**src/rtl/fetch_pkg.sv**
```systemverilog
// Shared definitions for the fetch stage: FSM encoding and instruction/PC alignment constants.
package fetch_pkg;

  typedef enum logic [1:0] {
    ST_REQ  = 2'd0,
    ST_WAIT = 2'd1,
    ST_DROP = 2'd2
  } state_t;

  localparam int INSTR_BYTES = 4;
  // Number of PC low bits that are always zero for an aligned word address.
  localparam int ALIGN_LSBS  = $clog2(INSTR_BYTES);

endpackage

```
**src/rtl/fetch_stage_if.sv**
```systemverilog
// Instruction-memory request/response and decode hand-off signals of the fetch stage.
interface fetch_stage_if #(
  parameter int ADDR_W = 32,
  parameter int DATA_W = 32
);
  logic              imem_req_valid;
  logic [ADDR_W-1:0] imem_req_addr;
  logic              imem_req_ready;
  logic              imem_rsp_valid;
  logic [DATA_W-1:0] imem_rsp_data;
  logic              dec_valid;
  logic              dec_ready;
  logic [DATA_W-1:0] dec_instr;
  logic [ADDR_W-1:0] dec_pc;

  modport master (
    output imem_req_valid, imem_req_addr,
    input  imem_req_ready, imem_rsp_valid, imem_rsp_data,
    output dec_valid, dec_instr, dec_pc,
    input  dec_ready
  );

  modport slave (
    input  imem_req_valid, imem_req_addr,
    output imem_req_ready, imem_rsp_valid, imem_rsp_data,
    input  dec_valid, dec_instr, dec_pc,
    output dec_ready
  );
endinterface

```
**src/rtl/fetch_fifo.sv**
```systemverilog
// Synchronous instruction buffer with flush; write data visible at the head one cycle after push.
// Latency 1 cycle push->head; no internal backpressure, caller must not push when full.
// Flush has priority over push and pop in the same cycle.
module fetch_fifo #(
  parameter int W     = 64,
  parameter int DEPTH = 2
) (
  input  logic                     clk,
  input  logic                     reset,
  input  logic                     flush,
  input  logic                     push,
  input  logic [W-1:0]             push_dat,
  input  logic                     pop,
  output logic [W-1:0]             pop_dat,
  output logic [$clog2(DEPTH):0]   count,
  output logic                     empty
);
  localparam int AW = $clog2(DEPTH);

  logic [W-1:0]  mem [DEPTH];
  logic [AW-1:0] wr_ptr;
  logic [AW-1:0] rd_ptr;
  logic [AW:0]   cnt;

  always_ff @(posedge clk) begin
    if (!reset || flush) begin
      wr_ptr <= '0;
      rd_ptr <= '0;
      cnt    <= '0;
    end else begin
      if (push) wr_ptr <= wr_ptr + AW'(1);
      if (pop)  rd_ptr <= rd_ptr + AW'(1);
      cnt <= cnt + (AW+1)'(push) - (AW+1)'(pop);
    end
  end

  always_ff @(posedge clk) begin
    if (push && !flush) mem[wr_ptr] <= push_dat;
  end

  assign pop_dat = mem[rd_ptr];
  assign count   = cnt;
  assign empty   = (cnt == '0);
endmodule

```
**src/rtl/fetch_stage.sv**
```systemverilog
// Fetch stage: PC register, single-outstanding imem fetch, buffered hand-off to decode. Option: FETCH_PERF_EN.
// Latency: rsp->dec 1 cycle (no empty bypass); best case 1 instruction per 2 cycles.
// Backpressure: dec_ready low fills the buffer; requests stop once every entry is used or reserved.
module fetch_stage
  import fetch_pkg::*;
#(
  parameter int              DATA_W     = 32,
  parameter int              ADDR_W     = 32,
  parameter logic [ADDR_W-1:0] RESET_PC = '0,
  parameter int              FIFO_DEPTH = 2
) (
  input  logic              clk,
  input  logic              reset,
  input  logic              redirect_valid,
  input  logic [ADDR_W-1:0] redirect_pc,
  fetch_stage_if.master     bus,
  output logic [31:0]       perf_fetch_cnt,
  output logic [31:0]       perf_stall_cnt
);
  localparam int CNT_W   = $clog2(FIFO_DEPTH) + 1;
  localparam int ENTRY_W = ADDR_W + DATA_W;

  state_t               state;
  state_t               state_nxt;
  logic [ADDR_W-1:0]    pc;
  logic [ADDR_W-1:0]    req_pc;
  logic [CNT_W-1:0]     fifo_count;
  logic                 fifo_empty;
  logic [ENTRY_W-1:0]   fifo_head;
  logic                 req_fire;
  logic                 push;
  logic                 pop;

  // The WAIT slot counts as reserved space, so issuing only below depth cannot overflow.
  assign bus.imem_req_valid = (state == ST_REQ) && (fifo_count < CNT_W'(FIFO_DEPTH));
  assign bus.imem_req_addr  = pc;
  assign req_fire           = bus.imem_req_valid && bus.imem_req_ready;
  assign pop                = bus.dec_valid && bus.dec_ready;

  always_comb begin
    state_nxt = state;
    push      = 1'b0;
    case (state)
      ST_REQ:  if (req_fire) state_nxt = ST_WAIT;
      ST_WAIT: if (bus.imem_rsp_valid) begin
                 state_nxt = ST_REQ;
                 push      = !redirect_valid;
               end
      ST_DROP: if (bus.imem_rsp_valid) state_nxt = ST_REQ;
      default: state_nxt = ST_REQ;
    endcase
    // A redirect turns any request still in flight after this cycle into one to discard.
    if (redirect_valid && state_nxt == ST_WAIT) state_nxt = ST_DROP;
  end

  always_ff @(posedge clk) begin
    if (!reset) begin
      state  <= ST_REQ;
      pc     <= RESET_PC;
      req_pc <= '0;
    end else begin
      state <= state_nxt;
      if (redirect_valid)
        pc <= {redirect_pc[ADDR_W-1:ALIGN_LSBS], {ALIGN_LSBS{1'b0}}};
      else if (req_fire)
        pc <= pc + ADDR_W'(INSTR_BYTES);
      if (req_fire) req_pc <= pc;
    end
  end

  fetch_fifo #(.W(ENTRY_W), .DEPTH(FIFO_DEPTH)) u_fifo (
    .clk      (clk),
    .reset    (reset),
    .flush    (redirect_valid),
    .push     (push),
    .push_dat ({req_pc, bus.imem_rsp_data}),
    .pop      (pop),
    .pop_dat  (fifo_head),
    .count    (fifo_count),
    .empty    (fifo_empty)
  );

  assign bus.dec_valid = !fifo_empty;
  assign bus.dec_pc    = fifo_empty ? '0 : fifo_head[ENTRY_W-1:DATA_W];
  assign bus.dec_instr = fifo_empty ? '0 : fifo_head[DATA_W-1:0];

`ifdef FETCH_PERF_EN
  logic [31:0] fetch_cnt;
  logic [31:0] stall_cnt;

  always_ff @(posedge clk) begin
    if (!reset) begin
      fetch_cnt <= '0;
      stall_cnt <= '0;
    end else begin
      if (pop) fetch_cnt <= fetch_cnt + 32'd1;
      if (bus.dec_valid && !bus.dec_ready) stall_cnt <= stall_cnt + 32'd1;
    end
  end

  assign perf_fetch_cnt = fetch_cnt;
  assign perf_stall_cnt = stall_cnt;
`else
  assign perf_fetch_cnt = 32'd0;
  assign perf_stall_cnt = 32'd0;
`endif
endmodule

```
**src/flat_wrapper.sv**
```systemverilog
// flat-port wrapper written by rule: the top's interface ports become plain ports
module fetch_stage_flat import fetch_pkg::*;
#(
  parameter int              DATA_W     = 32,
  parameter int              ADDR_W     = 32,
  parameter logic [ADDR_W-1:0] RESET_PC = '0,
  parameter int              FIFO_DEPTH = 2
)
  (clk, reset, redirect_valid, redirect_pc, perf_fetch_cnt, perf_stall_cnt, bus_imem_req_valid, bus_imem_req_addr, bus_imem_req_ready, bus_imem_rsp_valid, bus_imem_rsp_data, bus_dec_valid, bus_dec_instr, bus_dec_pc, bus_dec_ready);
  fetch_stage_if #(.ADDR_W(ADDR_W), .DATA_W(DATA_W)) bus_i ();
  input  logic clk;
  input  logic reset;
  input  logic redirect_valid;
  input  logic [ADDR_W-1:0] redirect_pc;
  output logic [31:0] perf_fetch_cnt;
  output logic [31:0] perf_stall_cnt;
  output wire logic [$bits(bus_i.imem_req_valid)-1:0] bus_imem_req_valid;
  output wire logic [$bits(bus_i.imem_req_addr)-1:0] bus_imem_req_addr;
  input wire logic [$bits(bus_i.imem_req_ready)-1:0] bus_imem_req_ready;
  input wire logic [$bits(bus_i.imem_rsp_valid)-1:0] bus_imem_rsp_valid;
  input wire logic [$bits(bus_i.imem_rsp_data)-1:0] bus_imem_rsp_data;
  output wire logic [$bits(bus_i.dec_valid)-1:0] bus_dec_valid;
  output wire logic [$bits(bus_i.dec_instr)-1:0] bus_dec_instr;
  output wire logic [$bits(bus_i.dec_pc)-1:0] bus_dec_pc;
  input wire logic [$bits(bus_i.dec_ready)-1:0] bus_dec_ready;
  assign bus_imem_req_valid = bus_i.imem_req_valid;
  assign bus_imem_req_addr = bus_i.imem_req_addr;
  assign bus_i.imem_req_ready = bus_imem_req_ready;
  assign bus_i.imem_rsp_valid = bus_imem_rsp_valid;
  assign bus_i.imem_rsp_data = bus_imem_rsp_data;
  assign bus_dec_valid = bus_i.dec_valid;
  assign bus_dec_instr = bus_i.dec_instr;
  assign bus_dec_pc = bus_i.dec_pc;
  assign bus_i.dec_ready = bus_dec_ready;
  fetch_stage #(.DATA_W(DATA_W), .ADDR_W(ADDR_W), .RESET_PC(RESET_PC), .FIFO_DEPTH(FIFO_DEPTH)) u_core (.clk(clk), .reset(reset), .redirect_valid(redirect_valid), .redirect_pc(redirect_pc), .bus(bus_i), .perf_fetch_cnt(perf_fetch_cnt), .perf_stall_cnt(perf_stall_cnt));
endmodule
```
**config.mk**
```make
export PLATFORM = sky130hd
export DESIGN_NAME = fetch_stage_flat
export DESIGN_NICKNAME = d
export VERILOG_FILES = /design/src/rtl/fetch_pkg.sv /design/src/rtl/fetch_stage_if.sv /design/src/rtl/fetch_fifo.sv /design/src/rtl/fetch_stage.sv /design/src/flat_wrapper.sv
export SDC_FILE = /design/constraint.sdc
export NUM_CORES = 1
export LEC_CHECK = 0
export BUFFER_PORTS_ARGS = -buffer_cell sky130_fd_sc_hd__buf_4
export CAP_MARGIN = 20
export CORE_UTILIZATION = 45
export DETAILED_ROUTE_END_ITERATION = 10
export GPL_TIMING_DRIVEN = 0
export PLACE_DENSITY = 0.79
export SYNTH_ARGS = -nofsm -noshare
export SYNTH_HDL_FRONTEND = slang
export SYNTH_SLANG_ARGS = --single-unit
```
**constraint.sdc**
```tcl
create_clock -name clk -period 9.3 [get_ports clk]
set_input_delay 0 -clock clk [delete_from_list [all_inputs] [get_ports clk]]
set_output_delay 0 -clock clk [all_outputs]
set_load 0.03 [all_outputs]
```
==> flow_summary.ini, run 1 <==
[status]
status = finished, violations left
violations = design-rule violations

[place]
portBuffers = 160
dpl.hpwl_um = 14100
globalplace.congestion = 0.849

[synth]
netlist_top_cells_area = edfxtp_1 (44%), dfxtp_1 (16%), mux2i_1 (7.4%)
ys_seq_area_share_pct = 60.3
netlist_area_um2 = 8400
synthFlopType = edfxtp_1
synth_edf_count = 124
synth_cell_type_count = 45
syn_inst = 726
syn_avg_cell_area_um2 = 11.6
ys_warn_count = 0
synth-seq-cells = 191
synth_top_cell_by_area = edfxtp_1
synth_top_area_share_pct = 44.4
synthArstFlopShare_pct = 0

[global_route]
grt-busiest-layer = met2
grt-ovfl-total = 0
grt_pass1_vias = 6213
grtUsageTotal_pct = 21.2
grt_use_met3_pct = 4.52
met2_usage_pct = 38.0
antenna_found_initial = 0
grt_max_degree = 28
grt_pass1_wl_um = 31700
grt_util_met1_pct = 25.4

[worst_hold_path]
holdCritPathClass = in -> reg
hold_path_startpoint = redirect_valid
hold_depth = 4

[cells_and_area]
diodes = 0
area_delta_synth_final_pct = 36.5
final_common_cell = buf_4
fill_cells = 1439
layout_common_cells = buf_4 (228), edfxtp_1 (124), nand2_1 (77)
drive_gt1_share_pct = 25.7
fin_nets = 1116

[power_and_ir_drop]
leakage_nw = 4.43
ir_drop_mv = 0.133
p_total_mw = 1.88
pwr_density_cell_nw_per_um2 = 164

[sta]
fin_tns_setup_ns = 0
skew_ns = 0.0143
finalSetupViolCount = 0
slew_viol_final = 0
worstMarginPinSlew_ns = 0.737
maxSlewHeadroom_pct = 50.9
period_needed_ns = 2.50
rsz0062_at_grt = no
fmax_mhz = 401
final_hold_viol_count = 0
min_period_over_period_pct = 26.8

[detailed_routing]
dr.pass1.iters = 8
detail-route-antenna-nets = 0
drt_wl_total_um = 20100
first_iter_violations = 337
drcViolationCount = 10
vias_per_cell = 4.92
vias = 6304
wl_per_cell_um = 15.7

[worst_setup_path]
cp_max_fo = 8
cp-start-kind = flop
crit_path_end_kind = flop
r2r_start = u_core.bus.imem_req_addr[2]
cpMostUsedCell = or4_1
critPathBufInv = 1
crit_chain = ha_1, nand4b_4, or4_1, buf_2, or4_1, a31oi_1
required_ns = 9.63
cp.depth = 6
crit_start = u_core.bus.imem_req_addr[2]
critPathTopFamily = simple AND/OR/NAND/NOR gates
cp.arrival_ns = 2.83
reg2reg_depth = 6
critPathMaxStageDelay_ns = 0.55
slowest_stage = or4_1
critPathKind = reg -> reg

[run]
drv_cap = 0

[clock_network]
postCtsSetupBuffers = 0
clockBufferDepth = 2
cts_buffers = 17
worstSkewPairLatency_ns = 0.43
clock-root-buffer = clkbuf_16
hold_buffers = 63
cts_tree = done
post_cts_resized = 0
clkSinkCount = 191
clk_pin_slew_ns = 0.07
htree_levels = 4

[floorplanning]
die_height_um = 139
io_pins = 232
core_area_um2 = 18100
initial_core_util_pct = 46.3
dieArea_um2 = 19200
dieWidth_um = 139
rows = 49
[sequential cells by signal, indices dropped and copies added (netlist names), named ones only]
| name | count |
|---|---|
| u_core.bus.imem_req_addr | 30 |
| u_core.u_fifo.mem | 124 |
| u_core.u_fifo.wr_ptr | 1 |
| u_core.u_fifo.rd_ptr | 1 |
| u_core.state | 2 |
| u_core.req_pc | 30 |
| u_core.u_fifo.count | 2 |
[where the power goes]
group	switching (mW)	total (mW)	internal [mW]	leakage, nW
logic	0.132	0.230	0.0976	2.51
registers	0.0243	0.947	0.923	1.63
clock network	0.319	0.700	0.381	0.282
[worst min-delay path, stage by stage]
cell    delay, ns
buf_4        0.11
nor2_1       0.05
o31a_1       0.10
nor3_1       0.16
[layout make-up]
class	count	area, um^2	share of cell area (%)
flip-flops and latches	191	5060	44.2
multi-input cells	485	2900	25.3
inverters	9	33.8	0.295
clock inverters	11	90.1	0.786
plain buffers	108	666	5.81
repair buffers	228	1940	16.9
clock buffers	21	483	4.21
well taps	229	287	2.50
[layer usage]
| metal | up-vias | part of all wire [%] |
|---|---|---|
| met4 | 0 | 1.2 |
| met3 | 20 | 5.6 |
| met2 | 192 | 53 |
| met1 | 2992 | 40 |
| met5 | - | 0 |
| li1 | 3100 | - |
[cell usage after synthesis (10+ instances only)]
library cell  number
a21boi_0          30
buf_4             68
clkbuf_1          33
dfxtp_1           67
edfxtp_1         124
mux2i_1           62
nand2_1           77
nand3_1           10
nand4_1           10
nor2_1            76
o21ai_0           21
or4_1             15
[through the flow]
stage	setup slack, ns	hold WS, ns	utilization (%)	cells	area (um^2)
finish	6.80	0.0318	63.1	1282	11500
global route	6.67	0.0397	63.1	1282	11500
CTS	6.58	0.0188	63.1	1281	11400
detailed placement	6.55	0.187	56.5	1186	10200
global placement	3.93	0.185	55.8	1182	10100
floorplan	5.55	0.0989	-	793	8650
[final timing paths]
check	slack (ns)	to
max reg2reg	6.80	u_core.bus.imem_req_addr[24]
max	6.80	u_core.bus.imem_req_addr[24]
min	0.03	u_core.bus.imem_req_addr[30]
min reg2reg	0.45	u_core.u_fifo.mem[1][57]
[cells by family (layout without fill, tap and decap cells)]
family,after synthesis,count (layout),share of synthesized area (%)
flip-flops,191,191,60.3
AO/OA/AOI/OAI,102,102,8.42
other,1,68,0.0447
multiplexers,62,62,7.39
XOR/XNOR,14,14,1.46
adder cells (fa/ha/maj),6,6,0.894
AND/OR/NAND/NOR,233,233,13.1
buffers and inverters,117,377,8.33
(Power assumes the default switching activity.)
==> inputs of run 2 (changes only) <==
PLACE_DENSITY = 0.82   (was 0.79)
clock period = 2.17 ns   (was 9.3 ns; I/O delays follow)
==> run 2 against run 1 <==
Against the previous run:
- global-route usage grew 0.73 points
- critical path depth rose by 1
- the flow still finishes with violations (design-rule violations)
- maximum frequency rose by 19%
- design area increased by 1.1%
- die area unchanged
- register-to-register slack got worse by 6.7 ns
- routed wire length is 4.1% higher
- clock skew is 0.0046 ns lower
- critical path type unchanged
- core utilization up 0.72 points
- via count up 2.6%
==> flow_summary.ini, run 2 (synthesis gave the netlist of run 1 again) <==
[floorplanning]
dieWidth_um = 139
initial_core_util_pct = 46.3
dieArea_um2 = 19200
core_area_um2 = 18100
io_pins = 232
die_height_um = 139
rows = 49

[detailed_routing]
drt_wl_total_um = 20900
drcViolationCount = 16
first_iter_violations = 495
vias_per_cell = 5.01
detail-route-antenna-nets = 0
dr.pass1.iters = 8
vias = 6467
wl_per_cell_um = 16.2

[cells_and_area]
diodes = 0
fin_util_pct = 63.9
final_common_cell = buf_4
largest_reg_flops = 124
fill_cells = 1374
regMostFlops = u_core.u_fifo.mem
layout_common_cells = buf_4 (242), edfxtp_1 (124), nand2_1 (77)
final_cells = 1291
fin_nets = 1125
drive_gt1_share_pct = 29.4
area_delta_synth_final_pct = 38.0
ff_latch_area_um2 = 5080
multi_input_area_um2 = 2960

[place]
dpl.hpwl_um = 13900
dp_cells = 1187
globalplace.congestion = 0.896
portBuffers = 160

[clock_network]
clk_pin_slew_ns = 0.08
cts_buffers = 17
clkSinkCount = 191
cts_tree = done
htree_levels = 4
clockBufferDepth = 2
clock-root-buffer = clkbuf_16
worstSkewPairLatency_ns = 0.43

[worst_setup_path]
cp_max_fo = 10
critPathKind = reg -> reg
cp-start-kind = flop
cp.arrival_ns = 2.47
required_ns = 2.55
crit_path_end_kind = flop

[global_route]
grt_pass1_vias = 6412
grtUsageTotal_pct = 22.0
grt_max_degree = 28
grt_pass1_wl_um = 32700
grt-ovfl-total = 0
antenna_found_initial = 0

[sta]
slew_viol_final = 0
rsz0062_at_grt = no
final_hold_viol_count = 0
min_period_over_period_pct = 96.6
finalSetupViolCount = 0
period_needed_ns = 2.10
fmax_mhz = 477
skew_ns = 0.00967
maxSlewHeadroom_pct = 55.5
worstMarginPinSlew_ns = 0.666

[power_and_ir_drop]
leakage_nw = 4.51
ir_drop_mv = 0.667
pwr_density_cell_nw_per_um2 = 690

[run]
drv_cap = 0

[status]
violations = design-rule violations
status = finished, violations left

[worst_hold_path]
holdCritPathClass = in -> reg
==> run 2: cell count changes in the layout (fill, tap and decap cells not counted), sizes merged <==
cell / delta
clkinvlp: +1
inv: -1
dlygate4sd3: -2
buf: +11
nor2: +1
clkinv: +2
clkbuf: -3
==> run 2: per-stage QoR <==
stage	hold slack [ns]	power (mW)	worst slack [ns]	cell area [um^2]	TNS, ns
2_1_floorplan	0.0989	4.71	-0.570	8660	-70.65
3_3_place_gp	0.185	4.99	-1.57	10100	-196.46
3_5_place_dp	0.188	5.02	-0.325	10300	-4.81
4_1_cts	0.0110	8.00	-0.0303	11500	-0.0303
5_1_grt	0.0461	8.28	0.00175	11600	0
6_report	0.00856	8.00	0.0730	11600	0
==> run 2: final timing paths <==
path	startpoint	to	slack, ns	depth (start not counted)
setup / recovery	u_core.state[1]	u_core.bus.imem_req_addr[16]	0.07	7
hold / removal	reset	u_core.state[1]	0.009	3
setup reg to reg	u_core.state[1]	u_core.bus.imem_req_addr[16]	0.07	7
hold reg to reg	u_core.req_pc[5]	u_core.u_fifo.mem[0][37]	0.46	0
==> run 2: layout make-up <==
cell class	instances	share of cell area, %
Clock inverter	13	0.918
Buffer	105	5.78
Multi-Input combinational cell	486	25.5
Tap cell	229	2.47
Clock buffer	19	3.82
Timing Repair Buffer	239	17.3
Inverter	9	0.291
Sequential cell	191	43.9
==> run 2: what timing repair did <==
item	4_1_cts	5_1_grt
cloned	1	0
hold buffers	61	0
buffers inserted	4	9
pin swaps	5	3
setup endpoints to repair	103	16
gates resized for setup	23	14
hold endpoints to repair	93	0
==> run 2: critical path, cell delays in order, from the launching register on <==
cell and delay (ns):
dfxtp_2 0.34, inv_2 0.08, ha_4 0.17, nand4b_4 0.14, or4_4 0.54, buf_4 0.19
or4_1 0.48, nand3_1 0.09
==> run 2: power by group <==
| group | switching [mW] | internal, mW | total (mW) |
|---|---|---|---|
| clock network | 1.39 | 1.53 | 2.92 |
| logic | 0.578 | 0.433 | 1.01 |
| registers | 0.110 | 3.96 | 4.07 |
==> run 2: routing by layer <==
layer  part of all wire, %  routed length, um  track usage, %  up-vias
li1                      -                  -               -     3123
met1                    41               8480            26.2     3029
met2                    50              10500            38.0      271
met3                   6.5               1350            4.42       44
met4                   2.8                582            10.7        0
met5                     0                  0               0        -
==> inputs of run 3 (changes only) <==
CORE_UTILIZATION = 40   (was 45)
PLACE_DENSITY = 0.76   (was 0.82)
==> run 3 against run 2 <==
Against the previous run:
- the flow now finishes without violations
- routed wire length decreased by 2.9%
- core utilization decreased by 6.7 points
- critical path type unchanged
- total power increased by 2.6%
- clock power increased by 7.2%
- sequential power about the same
- die area increased by 12%
- hold slack improved by 0.0041 ns
- combinational power about the same
==> flow_summary.ini, run 3 (synthesis gave the netlist of run 1 again) <==
[status]
status = finished, final reports clean

[sta]
worstMarginPinSlew_ns = 0.813
hold_slack_ns = 0.0126
skew_ns = 0.0146
final_hold_viol_count = 0
min_period_over_period_pct = 97.9
maxSlewHeadroom_pct = 45.7
slew_viol_final = 0
period_needed_ns = 2.12
finalSetupViolCount = 0
fmax_mhz = 471

[detailed_routing]
drcViolationCount = 0
wl_per_cell_um = 15.3
detail-route-antenna-nets = 0
vias = 6266
vias_per_cell = 4.72
drt_wl_total_um = 20300
first_iter_violations = 339
dr.pass1.iters = 5

[floorplanning]
core_area_um2 = 20400
rows = 52
dieWidth_um = 147
io_pins = 232
dieArea_um2 = 21600
die_height_um = 147
initial_core_util_pct = 41.1

[clock_network]
clockBufferDepth = 2
clk_pin_slew_ns = 0.08
clkSinkCount = 191
htree_levels = 4
cts_buffers = 17
clock-root-buffer = clkbuf_16
worstSkewPairLatency_ns = 0.43
cts_tree = done

[worst_setup_path]
reg2reg_depth = 7
critPathTopFamily = simple AND/OR/NAND/NOR gates
required_ns = 2.52
critPathMaxStageDelay_ns = 0.60
r2r_start = u_core.state[0]
cp.arrival_ns = 2.48
cp.depth = 7
crit_chain = inv_1, ha_4, buf_4, nand3b_1, or4_4, or4_1, o211ai_1
cp-start-kind = flop
slowest_stage = or4_4
r2r_slack_ns = 0.05
crit_path_end_kind = flop
critPathKind = reg -> reg
critPathBufInv = 2
r2r-end = u_core.bus.imem_req_addr[29]
cp_max_fo = 6

[power_and_ir_drop]
sw_frac_of_total_pct = 24.7
seqPwrFrac_pct = 49.5
intPower_mw = 6.18
comb_power_share_pct = 12.4
pwr_density_cell_nw_per_um2 = 702
power.switching_mw = 2.03
leakage_nw = 4.52
pwr-share-clk_pct = 38.1
ir_drop_mv = 0.506

[cells_and_area]
regMostFlops = u_core.u_fifo.mem
largest_reg_flops = 124
final_cells = 1327
diodes = 0
area_delta_synth_final_pct = 39.1
final_common_cell = buf_4
fill_cells = 1684
drive_gt1_share_pct = 28.9
multi_input_area_um2 = 2970
layout_common_cells = buf_4 (237), edfxtp_1 (124), nand2_1 (77)
fin_nets = 1120
ff_latch_area_um2 = 5080

[worst_hold_path]
holdCritPathClass = in -> reg
hold_path_startpoint = reset
hold_depth = 3
hold_path_end = u_core.state[1]

[global_route]
grtUsageTotal_pct = 18.9
grt_pass1_vias = 6133
grt-ovfl-total = 0
grt_pass1_wl_um = 31500
grt_max_degree = 25
antenna_found_initial = 0

[place]
portBuffers = 160
dpl.hpwl_um = 14000
globalplace.congestion = 0.850
dp_cells = 1228

[run]
drv_cap = 0
[run 3: worst max path at each step]
stage / start / to
2_1_floorplan: u_core.state[1] / u_core.u_fifo.mem[1][0]
3_3_place_gp: u_core.state[0] / u_core.u_fifo.mem[1][6]
3_5_place_dp: u_core.u_fifo.count[1] / u_core.u_fifo.count[1]
4_1_cts: u_core.u_fifo.count[1] / u_core.u_fifo.count[1]
5_1_grt: u_core.bus.imem_req_addr[4] / u_core.bus.imem_req_addr[14]
6_report: u_core.state[0] / u_core.bus.imem_req_addr[29]
[run 3: through the flow]
stage / setup TNS [ns] / setup slack (ns) / area (um^2) / power [mW] / util (%)
CTS: 0 / 0.00427 / 11600 / 8.25 / 56.9
finish: 0 / 0.0460 / 11700 / 8.20 / 57.2
global placement: -202.10 / -1.63 / 10200 / 5.00 / 49.9
detailed placement: -2.56 / -0.294 / 10300 / 5.02 / 50.5
global route: -0.0467 / -0.0171 / 11700 / 8.48 / 57.2
floorplan: -70.65 / -0.570 / 8660 / 4.71 / -
[run 3: per-layer routing]
metal / wire [um] / share of wire [%] / up-vias / GRT usage (%)
met1: 8510 / 42 / 2900 / 23.4
met2: 10300 / 51 / 225 / 32.4
met4: 369 / 1.8 / 0 / 7.71
li1: - / - / 3114 / -
met5: 0 / 0 / - / 0
met3: 1140 / 5.6 / 27 / 3.70
[run 3: power by group through the flow]
stage	logic (mW)	registers (mW)	clock network, mW
finish	1.01	4.06	3.13
global route	1.08	4.07	3.32
CTS	0.995	4.06	3.19
detailed placement	0.880	4.14	0
global placement	0.864	4.14	0
floorplan	0.521	4.19	0
[run 3: final cells by class]
cell class | count | share of cell area [%]
clock buffer | 24 | 4.67
timing repair buffer | 235 | 17.0
buffer | 105 | 5.73
tap | 270 | 2.89
inverter | 9 | 0.289
sequential | 191 | 43.5
multi-input combinational | 485 | 25.4
clock inverter | 8 | 0.514
[run 3: repair_timing]
action | CTS | global route
resized for setup | 19 | 17
hold endpoints to repair | 94 | 0
hold buffers | 62 | 0
endpoints found under the setup margin | 80 | 113
buffers inserted | 5 | 3
pin swaps | 3 | 3
[run 3: worst reg2reg max path: stages, from the launching register on]
cell,delay (ns)
dfxtp_2,0.35
inv_1,0.09
ha_4,0.16
buf_4,0.12
nand3b_1,0.13
or4_4,0.60
or4_1,0.49
o211ai_1,0.10
